--- src/rtl/fifo_stream_reader_pkg.sv ---
// Shared definitions for the FIFO stream reader: FSM encoding and skid depth.
package fifo_stream_reader_pkg;

    typedef enum logic {
        IDLE = 1'b0,
        RUN  = 1'b1
    } state_t;

    localparam int SKID_DEPTH = 2;

endpackage

--- src/rtl/fifo_skid_buf2.sv ---
// Two-entry capture/pop buffer; the word arriving from the FIFO is presented
// directly when the buffer is empty, so a captured word costs no bubble.
module fifo_skid_buf2
    import fifo_stream_reader_pkg::*;
#(
    parameter int data_size = 16
) (
    input  logic                 clk,
    input  logic                 clear,
    input  logic                 push,
    input  logic [data_size-1:0] push_data,
    input  logic                 pop,
    output logic [data_size-1:0] head_data,
    output logic                 head_valid,
    output logic [1:0]           occupancy
);

    logic [data_size-1:0] slot0;
    logic [data_size-1:0] slot1;
    logic [1:0]           occ;

    assign occupancy  = occ;
    assign head_valid = (occ != 2'd0) | push;
    assign head_data  = (occ != 2'd0) ? slot0 : (push ? push_data : '0);

    // NOTE: sequential state uses <= so every register samples pre-edge values.
    always_ff @(posedge clk or negedge clear) begin
        if (!clear) begin
            slot0 <= '0;
            slot1 <= '0;
            occ   <= 2'd0;
        end else begin
            case (occ)
                2'd0: begin
                    if (push && !pop) begin
                        slot0 <= push_data;
                        occ   <= 2'd1;
                    end
                end
                2'd1: begin
                    case ({push, pop})
                        2'b11: slot0 <= push_data;
                        2'b10: begin
                            slot1 <= push_data;
                            occ   <= 2'(SKID_DEPTH);
                        end
                        2'b01: occ <= 2'd0;
                        default: ;
                    endcase
                end
                default: begin
                    if (pop) begin
                        slot0 <= slot1;
                        if (push) slot1 <= push_data;
                        else      occ   <= 2'd1;
                    end
                end
            endcase
        end
    end

endmodule

--- src/rtl/fifo_stream_reader.sv ---
// Drains tile_len words per start from a registered-read FIFO and presents
// them as a valid/ready stream with a last marker and a done pulse.
module fifo_stream_reader
    import fifo_stream_reader_pkg::*;
#(
    parameter int data_size = 16,
    parameter int cnt_width = 12
) (
    input  logic                 clk,
    input  logic                 clear,
    input  logic                 start,
    input  logic [cnt_width-1:0] tile_len,
    input  logic                 fifo_empty,
    input  logic [data_size-1:0] fifo_dout,
    output logic                 fifo_r_en,
    output logic [data_size-1:0] m_data,
    output logic                 m_valid,
    input  logic                 m_ready,
    output logic                 m_last,
    output logic                 busy,
    output logic                 done
);

    state_t               state;
    logic [cnt_width-1:0] len;
    logic [cnt_width-1:0] issue_cnt;
    logic [cnt_width-1:0] out_cnt;
    logic                 inflight;
    logic [1:0]           occupancy;
    logic                 fire;

    fifo_skid_buf2 #(
        .data_size(data_size)
    ) u_skid (
        .clk       (clk),
        .clear     (clear),
        .push      (inflight),
        .push_data (fifo_dout),
        .pop       (fire),
        .head_data (m_data),
        .head_valid(m_valid),
        .occupancy (occupancy)
    );

    assign fire   = m_valid & m_ready;
    assign busy   = (state == RUN);
    assign m_last = m_valid & (out_cnt == len - 1'b1);

    // Words held plus the one in flight must leave room for the next read.
    assign fifo_r_en = (state == RUN) & (issue_cnt < len) & ~fifo_empty &
                       (({1'b0, occupancy} + {2'b00, inflight}) < 3'(SKID_DEPTH));

    always_ff @(posedge clk or negedge clear) begin
        if (!clear) begin
            state     <= IDLE;
            len       <= '0;
            issue_cnt <= '0;
            out_cnt   <= '0;
            inflight  <= 1'b0;
            done      <= 1'b0;
        end else begin
            inflight <= fifo_r_en;
            done     <= 1'b0;
            case (state)
                IDLE: begin
                    if (start) begin
                        if (tile_len != '0) begin
                            state     <= RUN;
                            len       <= tile_len;
                            issue_cnt <= '0;
                            out_cnt   <= '0;
                        end else begin
                            done <= 1'b1;
                        end
                    end
                end
                RUN: begin
                    if (fifo_r_en) issue_cnt <= issue_cnt + 1'b1;
                    if (fire) begin
                        out_cnt <= out_cnt + 1'b1;
                        if (m_last) begin
                            state <= IDLE;
                            done  <= 1'b1;
                        end
                    end
                end
                default: state <= IDLE;
            endcase
        end
    end

endmodule

--- config.mk ---
export PLATFORM = sky130hd
export DESIGN_NAME = fifo_stream_reader
export DESIGN_NICKNAME = d
export VERILOG_FILES = /design/src/rtl/fifo_stream_reader_pkg.sv /design/src/rtl/fifo_skid_buf2.sv /design/src/rtl/fifo_stream_reader.sv
export SDC_FILE = /design/constraint.sdc
export NUM_CORES = 1
export LEC_CHECK = 0
export BUFFER_PORTS_ARGS = -buffer_cell sky130_fd_sc_hd__buf_2
export CORE_MARGIN = 3
export CORE_UTILIZATION = 60
export CTS_BUF_LIST = sky130_fd_sc_hd__clkbuf_16
export DETAILED_ROUTE_END_ITERATION = 7
export PLACE_DENSITY_LB_ADDON = 0.12
export SYNTH_ARGS = -nofsm -noshare
export SYNTH_HDL_FRONTEND = slang
export SYNTH_SLANG_ARGS = --single-unit
--- constraint.sdc ---
create_clock -name clk -period 4.9 [get_ports clk]
set_input_delay 0.49 -clock clk [delete_from_list [all_inputs] [get_ports clk]]
set_output_delay 0.49 -clock clk [all_outputs]
set_load 0.01 [all_outputs]
==> flow_metrics.py <==
metrics = {
    "setup_path": {
        "cp_max_fo": 7,
        "rr_worst_depth": 6,
        "worstSetupStartpointType": "flip-flop",
        "critPathKind": "reg2out",
        "timing.rr.end": "u_skid.slot0[3]$_DFFE_PN0P_",
        "r2r_slack_ns": 1.80,
        "cp.arrival_ns": 2.70,
        "worstPathRequired_ns": 4.41,
        "critPathCaptureType": "output port",
        "r2r-start": "u_skid.occupancy[1]$_DFFE_PN0P_",
    },
    "synthesis": {
        "ys_types": 49,
        "avgSynthCellArea_um2": 9.130,
        "async_reset_ff_frac": 1.000,
        "synthMuxAreaShare": 0.08452,
        "seq_area_frac_synth": 0.4407,
        "ys_warn_count": 0,
        "synth_edf_count": 0,
        "synthCells": 454,
        "synth_compound_area_frac": 0.1500,
        "yosys.area_share.simple": 0.1998,
        "syn-num-nets": 501,
        "ys_seq_elements": 73,
        "syn_area_mm2": 0.004145,
        "synth_xor_area_frac": 0.04648,
        "synth_top_family_by_area": "simple AND/OR/NAND/NOR gates",
        "ys.flop_type": "dfrtp_1",
        "synth-adder-area-share": 0.04226,
    },
    "placed_design": {
        "place.gp.congestion": 0.8637,
        "dp_hpwl_um": 6614,
        "portBuffers": 53,
        "placed_cells": 566,
    },
    "grt": {
        "grt_pass1_vias": 3346,
        "grt_antenna_before_repair": 0,
        "grt_max_degree": 74,
        "grt.total_usage": 0.2574,
        "grt.overflow.total": 0,
        "grt_pass1_wl_um": 15750,
    },
    "sta": {
        "max_slew_margin": 0.2320,
        "maxSlewViolCount": 0,
        "clock_skew_ns": 0.005419,
        "tns_ns": 0,
        "fmax_ghz": 0.3135,
        "setup_viol": 0,
        "fin_crit_ns": 3.189,
        "rsz0062_at_grt": "no",
        "hold_viol_final": 0,
        "tightestPinTransition_ns": 1.145,
        "min_period_over_period": 0.6509,
    },
    "drt": {
        "via_count": 3549,
        "firstDrtPassIters": 5,
        "wl_um": 9629,
        "drt_iter0_drc": 190,
        "ant_nets": 0,
        "wl_per_cell_um": 16.54,
        "drc": 0,
        "vias_per_cell": 6.098,
    },
    "floorplan": {
        "start_util": 0.6347,
        "core_mm2": 0.006531,
        "fp.dieArea_mm2": 0.007942,
        "core.rowCount": 29,
        "die_h_um": 89.12,
        "die_x_um": 89.12,
        "io_pins": 54,
    },
    "cells_and_area": {
        "layout-drive-gt1-share": 0.1842,
        "final_cells": 582,
        "finish.utilization": 0.7236,
        "antenna_cells": 0,
        "layout.nets": 547,
        "area_growth_pct": 14.01,
    },
    "cts": {
        "clk_pin_slew_worst_paths_ns": 0.06,
        "cts_root_buf": "clkbuf_16",
        "post_cts_buffers": 0,
        "clockBufferDepth": 2,
        "clkSinkCount": 73,
        "cts_resized": 0,
        "cts_tree": "yes",
        "htree_levels": 3,
        "clkLatencyLatePin_ns": 0.33,
        "hold_buffers": 0,
        "cts_buffers": 9,
    },
    "worst_hold_path": {
        "holdCritPathClass": "in2async",
    },
    "power_and_ir_drop": {
        "max-vdd-ir-drop_uv": 384.7,
        "power_leakage_nw": 2.139,
        "p_per_area_mw_per_mm2": 634.5,
    },
    "job": {
        "max-cap-violations": 0,
    },
    "status": {
        "outcome": "complete, no violations",
    },
}
==> cells in the mapped netlist (all sizes together) (2+ instances only) <==
master	n	area [µm²]
inv	16	60.06
o2111ai	3	26.28
nor4	2	12.51
or4b	2	20.02
or4	9	75.07
nor3b	2	15.01
nor2b	5	31.28
nor3	8	40.04
ha	14	175.2
o21ai	43	215.2
nor2	34	127.6
or2	3	18.77
xnor2	8	70.07
o21a	5	37.54
nand2	72	270.3
dfrtp	73	1827
or3	7	43.79
xor2	14	122.6
o31ai	4	35.03
nand3	10	50.05
o211ai	4	30.03
buf	7	36.28
o31a	2	17.52
and4	4	35.03
mux2i	17	170.2
nand4	9	56.30
a211o	2	17.52
a21oi	25	125.1
and3	2	12.51
clkbuf	14	53.80
a211oi	5	37.54
mux2	16	180.2
a21o	3	22.52
==> layout by cell type, fill, tap and decap left out, drive strengths merged, types with 3 or more instances in the layout <==
| cell type | synthesis | layout |
|---|---|---|
| a211oi | 5 | 5 |
| nor2b | 5 | 5 |
| or3 | 7 | 7 |
| o211ai | 4 | 4 |
| nand3 | 10 | 10 |
| or2 | 3 | 3 |
| a21o | 3 | 3 |
| mux2 | 16 | 16 |
| inv | 16 | 16 |
| o2111ai | 3 | 3 |
| and4 | 4 | 4 |
| ha | 14 | 14 |
| nor3 | 8 | 8 |
| nand2 | 72 | 72 |
| buf | 7 | 56 |
| a21oi | 25 | 25 |
| clkinv | 0 | 4 |
| nor2 | 34 | 34 |
| mux2i | 17 | 17 |
| dfrtp | 73 | 73 |
| nand4 | 9 | 9 |
| xnor2 | 8 | 8 |
| o21ai | 43 | 43 |
| o31ai | 4 | 4 |
| clkbuf | 14 | 9 |
| xor2 | 14 | 14 |
| o21a | 5 | 5 |
| or4 | 9 | 9 |
==> metal layers <==
layer	GRT usage	wire length, µm	vias to the layer above
met5	0	0	-
met4	0.08931	148	0
met3	0.05438	473	16
met2	0.4253	4930	108
met1	0.3367	4077	1717
li1	-	-	1708
==> worst max-delay path, stage by stage, from the launching register on <==
cell	delay (ns)
dfrtp_1	0.46
inv_1	0.11
ha_1	0.30
or4b_1	0.53
nor3_1	0.20
a21oi_1	0.06
o31ai_1	0.33
nand2_1	0.13
nor2_1	0.11
buf_2	0.14
==> sequential cells by signal, summed over array words and instances (netlist names) <==
register	count
busy	1
done	1
inflight	1
issue_cnt	12
len	12
out_cnt	12
u_skid.occupancy	2
u_skid.slot0	16
u_skid.slot1	16
==> stage by stage <==
| stage | hold WS (ns) | area (µm²) | worst slack (ns) | power, W |
|---|---|---|---|---|
| 6_report | 0.3606 | 4726 | 1.711 | 0.002998 |
| 4_1_cts | 0.3752 | 4726 | 1.750 | 0.003006 |
| 3_3_place_gp | 0.4860 | 4439 | 1.860 | 0.002291 |
| 2_1_floorplan | 0.1944 | 4145 | 2.419 | 0.001970 |
| 3_5_place_dp | 0.4954 | 4439 | 1.824 | 0.002349 |
| 5_1_grt | 0.3838 | 4726 | 1.394 | 0.003229 |
==> cells by family after synthesis <==
family,after synthesis
buffers and inverters,37
AO/OA/AOI/OAI,103
flip-flops,73
adder cells (fa/ha/maj),14
multiplexers,33
AND/OR/NAND/NOR,172
XOR/XNOR,22
==> how the worst max path moves through the flow <==
| stage | from | end | slack [ns] |
|---|---|---|---|
| 4_1_cts | len[0]$_DFFE_PN0P_ | m_last | 1.75 |
| 2_1_floorplan | len[0]$_DFFE_PN0P_ | m_last | 2.42 |
| 6_report | len[0]$_DFFE_PN0P_ | m_last | 1.71 |
| 3_5_place_dp | u_skid.occupancy[1]$_DFFE_PN0P_ | u_skid.slot0[3]$_DFFE_PN0P_ | 1.82 |
| 3_3_place_gp | u_skid.occupancy[1]$_DFFE_PN0P_ | u_skid.slot0[6]$_DFFE_PN0P_ | 1.86 |
| 5_1_grt | u_skid.occupancy[1]$_DFFE_PN0P_ | u_skid.slot0[9]$_DFFE_PN0P_ | 1.39 |
==> cell type report <==
type                       instances  area [µm²]
inverter                          16       60.06
multi-input combinational        344        2168
fill                             490        1805
timing repair buffer              56       287.8
tap                               77       96.34
sequential                        73        1827
clock inverter                     7       61.31
clock buffer                       9       225.2
==> report_power, final <==
| part | internal, W | total [W] | switching [W] |
|---|---|---|---|
| sequential | 0.000837 | 0.00112 | 0.000287 |
| clock | 0.000388 | 0.000638 | 0.000251 |
| combinational | 0.000542 | 0.00124 | 0.000694 |
| total | 0.00177 | 0.00300 | 0.00123 |
Power figures use the tool's default switching activity.
